===== src/rtl/nn_accumulator.sv =====
// nn_accumulator
//   Consumer end of the product stream. For every output node w it sums the
//   per-weight ciphertext products over all DEPTH input nodes of one column k
//   and emits one accumulated ciphertext per (k, w) on a valid/ready stream.
//   Each 36-bit word carries two independent 18-bit lanes that wrap mod 2^18.
//
// Ports
//   clk_in     system clock
//   rst_in     asynchronous active-low reset
//   sum_valid  product beat valid            sum_ready  beat can be accepted
//   sum_in     product {lane B, lane A}      sum_idx_k  ciphertext column
//   sum_idx_N  input-node index              sum_idx_w  output-node index
//   acc_valid  result valid                  acc_ready  downstream accepts
//   acc_out    accumulated ciphertext        acc_idx_k  column of acc_out
//   acc_idx_w  output node of acc_out        row_done   pulse after last w
//   proto_err  sticky protocol-error flag
module nn_accumulator #(
  parameter int K_VAL     = 501,
  parameter int DEPTH     = 100,
  parameter int OUT_NODES = 10
) (
  input  logic        clk_in,
  input  logic        rst_in,
  input  logic        sum_valid,
  output logic        sum_ready,
  input  logic [35:0] sum_in,
  input  logic [9:0]  sum_idx_k,
  input  logic [9:0]  sum_idx_N,
  input  logic [5:0]  sum_idx_w,
  output logic        acc_valid,
  input  logic        acc_ready,
  output logic [35:0] acc_out,
  output logic [9:0]  acc_idx_k,
  output logic [5:0]  acc_idx_w,
  output logic        row_done,
  output logic        proto_err
);

  localparam int         WORD_W = 36;
  localparam logic [9:0] N_LAST = 10'(DEPTH - 1);
  localparam logic [5:0] W_LAST = 6'(OUT_NODES - 1);
  localparam logic [6:0] W_LIM  = 7'(OUT_NODES);
  localparam logic [10:0] K_LIM = 11'(K_VAL);

  typedef enum logic {IDLE, ACTIVE} state_t;

  state_t                        state_reg;
  logic [9:0]                    cur_k_reg;
  logic                          acc_valid_reg;
  logic [35:0]                   acc_out_reg;
  logic [9:0]                    acc_idx_k_reg;
  logic [5:0]                    acc_idx_w_reg;
  logic                          row_done_reg;
  logic                          proto_err_reg;
  logic [OUT_NODES*WORD_W-1:0]   bank_reg;
  logic [OUT_NODES*WORD_W-1:0]   bank_next;

  logic        accept;
  logic        w_ok;
  logic        k_ok;
  logic        is_first_n;
  logic        is_last_n;
  logic        is_start;
  logic        is_row_end;
  logic        load_result;
  logic        err_now;
  logic [35:0] bank_rd;
  logic [35:0] sum_new;

  // The output register frees up on the same edge it is popped, so a new
  // beat may be taken whenever the held result is leaving or absent.
  assign sum_ready   = ~acc_valid_reg | acc_ready;
  assign accept      = sum_valid & sum_ready;
  assign w_ok        = {1'b0, sum_idx_w} < W_LIM;
  assign k_ok        = {1'b0, sum_idx_k} < K_LIM;
  assign is_first_n  = (sum_idx_N == 10'd0);
  assign is_last_n   = (sum_idx_N == N_LAST);
  assign is_start    = is_first_n && (sum_idx_w == 6'd0);
  assign is_row_end  = is_last_n && (sum_idx_w == W_LAST);
  assign load_result = accept && w_ok && is_last_n;

  // Explicit select keeps the read in range for any 6-bit w.
  always_comb begin
    bank_rd = '0;
    for (int i = 0; i < OUT_NODES; i++) begin
      if (sum_idx_w == 6'(i)) bank_rd = bank_reg[i*WORD_W +: WORD_W];
    end
  end

  // Lane-wise add: each 18-bit sum truncates, so no carry crosses lanes.
  always_comb begin
    if (is_first_n) begin
      sum_new = sum_in;
    end else begin
      sum_new[17:0]  = bank_rd[17:0]  + sum_in[17:0];
      sum_new[35:18] = bank_rd[35:18] + sum_in[35:18];
    end
  end

  // A finishing beat empties its entry so the next column starts clean.
  generate
    for (genvar gi = 0; gi < OUT_NODES; gi++) begin : g_bank
      assign bank_next[gi*WORD_W +: WORD_W] =
        (accept && w_ok && (sum_idx_w == 6'(gi))) ?
          (is_last_n ? '0 : sum_new) : bank_reg[gi*WORD_W +: WORD_W];
    end
  endgenerate

  always_comb begin
    err_now = 1'b0;
    if (accept) begin
      if (!w_ok || !k_ok) err_now = 1'b1;
      if (state_reg == IDLE && !is_start) err_now = 1'b1;
      if (state_reg == ACTIVE && (is_start || sum_idx_k != cur_k_reg)) err_now = 1'b1;
    end
  end

  always_ff @(posedge clk_in or negedge rst_in) begin
    if (!rst_in) begin
      state_reg     <= IDLE;
      cur_k_reg     <= '0;
      acc_valid_reg <= 1'b0;
      acc_out_reg   <= '0;
      acc_idx_k_reg <= '0;
      acc_idx_w_reg <= '0;
      row_done_reg  <= 1'b0;
      proto_err_reg <= 1'b0;
      bank_reg      <= '0;
    end else begin
      bank_reg     <= bank_next;
      row_done_reg <= 1'b0;
      if (err_now) proto_err_reg <= 1'b1;

      if (accept) begin
        unique case (state_reg)
          IDLE: begin
            if (is_start) begin
              cur_k_reg <= sum_idx_k;
              // A 1x1 row starts and ends on the same beat.
              if (is_row_end) row_done_reg <= 1'b1;
              else            state_reg    <= ACTIVE;
            end
          end
          ACTIVE: begin
            if (is_start) begin
              cur_k_reg <= sum_idx_k;
            end else if (is_row_end) begin
              row_done_reg <= 1'b1;
              state_reg    <= IDLE;
            end
          end
          default: state_reg <= IDLE;
        endcase
      end

      if (load_result) begin
        acc_valid_reg <= 1'b1;
        acc_out_reg   <= sum_new;
        acc_idx_k_reg <= sum_idx_k;
        acc_idx_w_reg <= sum_idx_w;
      end else if (acc_ready) begin
        acc_valid_reg <= 1'b0;
      end
    end
  end

  assign acc_valid = acc_valid_reg;
  assign acc_out   = acc_out_reg;
  assign acc_idx_k = acc_idx_k_reg;
  assign acc_idx_w = acc_idx_w_reg;
  assign row_done  = row_done_reg;
  assign proto_err = proto_err_reg;

endmodule


===== config.mk =====
export PLATFORM = sky130hd
export DESIGN_NAME = nn_accumulator
export DESIGN_NICKNAME = d
export VERILOG_FILES = /design/src/rtl/nn_accumulator.sv
export SDC_FILE = /design/constraint.sdc
export NUM_CORES = 1
export LEC_CHECK = 0
export ABC_AREA = 1
export BUFFER_PORTS_ARGS = -buffer_cell sky130_fd_sc_hd__buf_2
export CORE_AREA = 2 2 177 222
export DETAILED_ROUTE_END_ITERATION = 8
export DIE_AREA = 0 0 179 224
export GPL_ROUTABILITY_DRIVEN = 1
export GPL_TIMING_DRIVEN = 0
export PLACE_DENSITY = 0.75
export RECOVER_POWER = 50
export SYNTH_ARGS = -nofsm -noshare
export SYNTH_HDL_FRONTEND = slang
export SYNTH_SLANG_ARGS = --single-unit

===== constraint.sdc =====
create_clock -name clk_in -period 2.8 [get_ports clk_in]
set_input_delay 0.42 -clock clk_in [delete_from_list [all_inputs] [get_ports clk_in]]
set_output_delay 0.42 -clock clk_in [all_outputs]
set_load 0.02 [all_outputs]

==> results of run 1 <==
[stage by stage]
stage                     total power [mW]  setup WS (ps)  hold WS, ps
after floorplan                       7.37           -617          124
after detailed placement              7.95          -3150          458
final                                 14.0          -1020          138
after global routing                  14.4          -1100          169
after global placement                7.89          -6980          442
after CTS                             13.8           -782          129
[placed cells by master, fill, tap and decap left out, types with 31 or more instances in the layout]
master and count:
a21oi_1 82, a21oi_2 36, buf_2 73, buf_4 78, clkbuf_1 151, clkbuf_16 49, dfrtp_1 426, inv_1 137
nand2_1 863, nand2_2 34, nand3_1 69, nand3_2 31, nor2_1 79, o21ai_0 219, o21ai_1 54
[cells by family (layout without fill, tap and decap cells)]
logic type | count (synthesis) | after routing | synth area share
and+or+nand+nor | 1202 | 1204 | 0.238
xor gates and xnor gates | 22 | 22 | 0.00933
AOI/OAI and AO/OA | 562 | 562 | 0.154
buffers and inverters | 307 | 600 | 0.0577
DFF | 426 | 426 | 0.516
adders and majority gates | 36 | 36 | 0.0225
muxes | 5 | 5 | 0.00242
[routing by layer]
layer / GRT usage / vias up / wire (um)
met4: 0.235 / 0 / 5320
met1: 0.432 / 9665 / 26800
met5: 0 / - / 0
met3: 0.0555 / 266 / 5930
met2: 0.580 / 1036 / 34600
li1: - / 8987 / -
[power by group]
part | switching, mW | internal [mW]
sequential | 0.143 | 6.43
combinational | 1.15 | 0.636
clock | 2.40 | 3.21
total | 3.70 | 10.3
[final cells by class]
cell class / instances / area, um^2 / area share
Inverter: 158 / 633 / 0.0240
Clock inverter: 6 / 77.6 / 0.00294
Sequential cell: 426 / 10700 / 0.403
Timing Repair Buffer: 221 / 1570 / 0.0592
Tap cell: 492 / 616 / 0.0233
Multi-Input combinational cell: 1829 / 10700 / 0.404
Buffer: 149 / 927 / 0.0351
Clock buffer: 66 / 1270 / 0.0482
[timing repair]
item,4_1_cts,5_1_grt
gates resized for setup,298,179
pin swaps,110,95
hold buffers,1,0
setup buffers,61,25
setup endpoints to repair,394,520
hold endpoints to repair,103,0
cloned,10,3
[worst paths after layout]
check | end | slack [ps]
max in group asynchronous | bank_reg[248]$_DFFE_PN0P_ | -270
min in group asynchronous | cur_k_reg[6]$_DFFE_PN0P_ | 810
min | acc_valid$_DFFE_PN0P_ | 140
max reg2reg | bank_reg[354]$_DFFE_PN0P_ | -820
max | bank_reg[354]$_DFFE_PN0P_ | -1020
min reg2reg | bank_reg[179]$_DFFE_PN0P_ | 470
[worst reg2reg max path, delay by kind of cell (launching register included)]
kind	cells	cell delay, ps
AO/OA/AOI/OAI	11	1990
buffers and inverters	2	270
flip-flops	1	360
AND/OR/NAND/NOR	5	600
adder cells (fa/ha/maj)	1	320
==> summary.md, run 1 <==
| Metric | Value |
|---|---|
| Status | finished with violations |
| Failing checks | max-capacitance violations, max-slew violations, negative setup slack |
| Clk pin slew, worst setup/hold paths | around 60 ps |
| Critical path's most frequent cell | o21ai_4 |
| Max FFs per register | 360 |
| Cell depth of the worst hold path | 4 |
| Initial antenna violation count | 0 |
| Critical Path Sink Type | register |
| Slowest CP cell | a2111oi_4 |
| Ant diodes | 0 |
| Largest stage delay on the critical path | about 380 ps |
| Clock Tree Buf Depth | 3 |
| Relative max-transition margin | -0.0496 |
| FILL cells | a little under 3000 |
| Num rows | 80 |
| Setup violators final | between 400 and 500 |
| TritonCTS Buffers | 42 |
| Worst-skew pair later-pin latency | about 570 ps |
| CP Buf/Inv Count | 4 |
| Highest ir drop seen on vdd | ~0.00046 V |
| R2R Path Start | bank_reg[21]$_DFFE_PN0P_ |
| Die ar. | between 40000 and 50000 um^2 |
| Wire length per cell | roughly 22 um |
| Fin crit period | between 3000 and 4000 ps |
| Fmax | around 0.26 GHz |
| Clock sink count | approximately 430 |
| Final worst path period share | 1.36 |
| Grt total ovfl | 0 |
| Syn. warnings | 0 |
| WP data required | between 3000 and 4000 ps |
| Cell Chain, Critical Path | buf_12, nor2_4, nand3_4, buf_8, clkbuf_16, o21ai_4, o211ai_1, a2111oi_4, nand3_2, ha_4, a21oi_4, o21ai_4, a21oi_2, o21ai_2, a21boi_2, o21ai_2, nand2_1, nand2_2, o21ai_4, buf_6, nand3_2, nand2_1 |
| HP Class | input pin to register |
| Root Buffer | clkbuf_16 |
| DP Cell Count | approximately 3200 |
| Leakage power | roughly 13 nW |
| GRT Total Usage | 0.355 |
| Worst reg2reg path depth | 19 |
| Ys flop type | dfrtp_1 |
| Cell variety after synth | 51 |
| Clock Skew | about 25 ps |
| Fin cells | roughly 3300 |
| Final hold violation count | 0 |
| Max_cap viols | 1 |
| Hold path startpoint | acc_ready |
| Initial DRC count | 2201 |
| Design area | 26400 um^2 |
| Startpoint types | input pin |
| Post-synthesis sequential area ratio | 0.516 |
| Setup TNS | -279700 ps |
| Core box area | between 30000 and 40000 um^2 |
| Drc violations | 0 |
| I/O Buffers | roughly 120 |
| Dominant cell type by area after synthesis | dfrtp_1 |
| Initial core utilization | 0.545 |
| Via Count | 20000 |
| Stages on worst setup path | 22 |
| Cell with the most instances after synthesis | nand2_1 |
| Synthesized flop and latch total | between 400 and 500 |
| GP Congestion | 0.961 |
| H-tree depth | 2 |
| Least-Margin Pin Slew | 1570 ps |
| Post-synth ARST share | 1.00 |
| Vias in the first global route | just under 20000 |
| Post-Syn Instances | ~2600 |
| Unrepaired setup endpoints after global routing | yes |
| DRT antenna net count | 0 |
| Max Slew Vio Count | ~110 |
| Die height | between 200 and 250 um |
| Number of synthesized flops with an enable pin | 0 |
| Total iterations of the first detailed-routing run | 6 |
| CP startpoint | sum_idx_w[5] |
| Commonest cells post-synth | nand2_1 (909), dfrtp_1 (426), o21ai_0 (304) |
| Crit-path leading delay family | compound AO/OA/AOI/OAI gates |
| Crit path DAT | around 4300 ps |
| Syn Std Cell Area | 20700 um^2 |
| Synth top area cells | dfrtp_1 (52%), nand2_1 (17%), o21ai_0 (7.4%) |
| Via density | 5.96 |
| Fin util | 0.696 |
| Global-route wire length before repair | between 100 and 150 mm |
| Layout Nets | approximately 3000 |
| Crit Path Class | input pin to register |
| Largest net degree at the start of global routing | 124 |
| I/O pins | ~120 |
| TritonCTS clock tree | built |
| Pwr/cell area | 529 nW/um^2 |
| Layout cells sized above 1 | 0.219 |
| Crit Path Max Fanout | 7 |
| Final worst slack | -1020 ps |
| Synth top area share | 0.516 |
| Average size of a mapped cell | between 8 and 9 um^2 |
| HPWL Detailed | slightly above 50 mm |
| Dpl cell area | 22300 um^2 |
| Chip Width | 179 um |
| Synthesized Nets | 2662 |
| Final Routed Wirelength | 72.6 mm |
| Area growth, synth to finish | 27.9% |
No activity file was read; power rests on OpenSTA's default activity.
==> run 2, diff against run 1 <==
PLACE_DENSITY = 0.76   (was 0.75)
==> run 2 against run 1 <==
The flow finishes with violations (negative setup slack). Sequential share of layout area is 0.35 points lower. Final cell count is 0.18% higher. Design area is 0.87% higher. Routed wire length is 0.46% higher. Die area stayed put. Global-route usage is 0.31 points higher. Combinational power hardly changed. Critical path type unchanged. Largest cell class unchanged. Highest routed layer unchanged.
==> summary.md, run 2 (synthesis results as in run 1) <==
| Metric | Value |
|---|---|
| Fin crit period | 3680 ps (-142 ps) |
| Clock sink count | 426 (unchanged) |
| Via density | 6.01 (+0.75%) |
| Initial core utilization | 0.545 (unchanged) |
| Unrepaired setup endpoints after global routing | yes |
| Relative max-transition margin | 0.0907 (+0.140) |
| Max FFs per register | 360 (unchanged) |
| Final worst slack | -877 ps (+142 ps) |
| Clock Tree Buf Depth | 3 (unchanged) |
| Met3 Usage GRT | 0.0633 (+0.00781) |
| Grt total ovfl | 0 (unchanged) |
| Cell depth of the worst hold path | 4 (unchanged) |
| Hold Path Sink | acc_valid$_DFFE_PN0P_ |
| Grt met2 use | 0.596 (+0.0160) |
| Wire length per cell | 21.8 um (+0.28%) |
| Fmax | 0.272 GHz (+3.9%) |
| TritonCTS clock tree | built |
| Highest ir drop seen on vdd | 0.000405 V (-11%) |
| GRT Total Usage | 0.358 (+0.00310) |
| Reg2reg end | bank_reg[12]$_DFFE_PN0P_ |
| Largest net degree at the start of global routing | 105 (-15%) |
| Leakage power | 12.9 nW (+0.18%) |
| Least-Margin Pin Slew | 1360 ps (-210 ps) |
| Core box area | 37900 um^2 (unchanged) |
| I/O Buffers | 121 (unchanged) |
| Initial antenna violation count | 0 (unchanged) |
| Via Count | 20100 (+0.93%) |
| HP Class | input pin to register |
| Crit Path Class | input pin to register |
| Ant diodes | 0 (unchanged) |
| Final worst path period share | 1.31 (-0.0508) |
| Commonest cells after routing, fill and taps aside | nand2_1 (862), dfrtp_1 (426), o21ai_0 (206) |
| Chip Width | 179 um (unchanged) |
| Reg2Reg Setup Slack | -810 ps (about the same) |
| Critical Path Sink Type | register |
| Area growth, synth to finish | 29.0% |
| Vias in the first global route | 19800 (+2.1%) |
| Status | finished with violations |
| Grt met1 use | 0.428 (-0.00429) |
| Final Routed Wirelength | 73.0 mm (+0.46%) |
| Crit Path Max Fanout | 7 (unchanged) |
| Layout cells sized above 1 | 0.225 (+0.00618) |
| Max_cap viols | 0 (-1) |
| Die ar. | 40100 um^2 (unchanged) |
| Root Buffer | clkbuf_16 |
| Hold path startpoint | acc_ready |
| Crit path DAT | 4170 ps (-130 ps) |
| Most common cell after layout, fill and taps aside | nand2_1 |
| Clock Skew | 27.0 ps (+2.10 ps) |
| Gr busiest metal | met2 |
| Setup TNS | -269210 ps (+10490 ps) |
| Pwr/cell area | 528 nW/um^2 (-0.17%) |
| WP data required | 3290 ps (about the same) |
| H-tree depth | 2 (unchanged) |
| Die height | 224 um (unchanged) |
| Global-route wire length before repair | 110 mm (+1.3%) |
| I/O pins | 122 (unchanged) |
| Max Slew Vio Count | 0 (-100%) |
| CP startpoint | sum_idx_w[5] |
| Drc violations | 0 (unchanged) |
| Worst-case hold slack | 152 ps (+14.1 ps) |
| Clk pin slew, worst setup/hold paths | 70 ps (about the same) |
| DRT antenna net count | 0 (unchanged) |
| R2R Path Start | bank_reg[72]$_DFFE_PN0P_ |
| HPWL Detailed | 51.4 mm (+0.23%) |
| Setup violators final | 484 (-3.0%) |
| Layout Nets | 2931 (+0.068%) |
| GP Congestion | 0.968 (+0.63%) |
| Worst reg2reg path depth | 22 (+3) |
| Final hold violation count | 0 (unchanged) |
| Initial DRC count | 2039 (-7.4%) |
| TritonCTS Buffers | 41 (-2.4%) |
| Failing checks | negative setup slack |
| Startpoint types | input pin |
| Num rows | 80 (unchanged) |
| Worst-skew pair later-pin latency | 580 ps (about the same) |
| Total iterations of the first detailed-routing run | 6 (unchanged) |
run 2: cell types whose count changed in the layout (fill, tap and decap cells not counted), moves of 6 or more:
cell,delta
o21ai_0,-13
nand3_1,-11
buf_6,+9
nand3_2,+8
o31ai_1,+6
run 2: worst max-delay path, cell delays in order:
cell and delay (ps):
buf_8 110, nor2_4 220, nand3_4 160, buf_8 170, clkbuf_16 160, o21ai_4 130, o211ai_1 170, a2111oi_4 300
nand3_2 250, ha_4 320, a21oi_2 160, o21ai_2 100, a21oi_2 210, o21ai_2 110, a21boi_2 200, o21ai_2 100
nand2_1 100, nand2_2 60, o21ai_4 310, buf_6 200, nand3_2 60, nand2_1 100
run 2: area by class of cell:
type,instances,area (um^2)
multi-input cells,1831,10900
flip-flops and latches,426,10700
fillers,2845,11300
clock buffers,62,1180
clock inverters,13,166
plain buffers,149,935
well taps,492,616
repair buffers,222,1570
inverters,158,644
run 2: where the power goes:
part           switching, mW  internal, mW  total (mW)
Clock                   2.48          3.22        5.70
Sequential             0.147          6.43        6.57
Combinational           1.16         0.636        1.79
Total                   3.79          10.3        14.1
run 2: worst max path at each step:
stage,endpoint
after global routing,bank_reg[156]$_DFFE_PN0P_
after CTS,bank_reg[134]$_DFFE_PN0P_
after detailed placement,bank_reg[323]$_DFFE_PN0P_
after global placement,bank_reg[68]$_DFFE_PN0P_
final,bank_reg[282]$_DFFE_PN0P_
after floorplan,bank_reg[246]$_DFFE_PN0P_
run 2: what timing repair did:
item	CTS	global route
setup endpoints to repair	394	504
hold endpoints to repair	52	0
pin swaps	110	90
hold buffers	1	0
gates cloned	9	3
setup buffers	59	32
resized for setup	337	194
run 2: metrics by stage:
stage | std cells | cell area [um^2] | total power [mW] | utilization | worst slack [ps]
3_3_place_gp | 3173 | 22200 | 7.89 | 0.585 | -6950
6_report | 3353 | 26700 | 14.1 | 0.703 | -877
4_1_cts | 3321 | 25700 | 13.9 | 0.678 | -701
5_1_grt | 3353 | 26700 | 14.4 | 0.703 | -1060
2_1_floorplan | 2560 | 21000 | 7.37 | - | -617
3_5_place_dp | 3177 | 22300 | 7.95 | 0.588 | -3030
run 2: metal layers:
metal	share of wire	vias to the layer above
met5	0	-
met4	0.070	0
met3	0.083	256
met2	0.48	1073
met1	0.36	9813
li1	-	8998
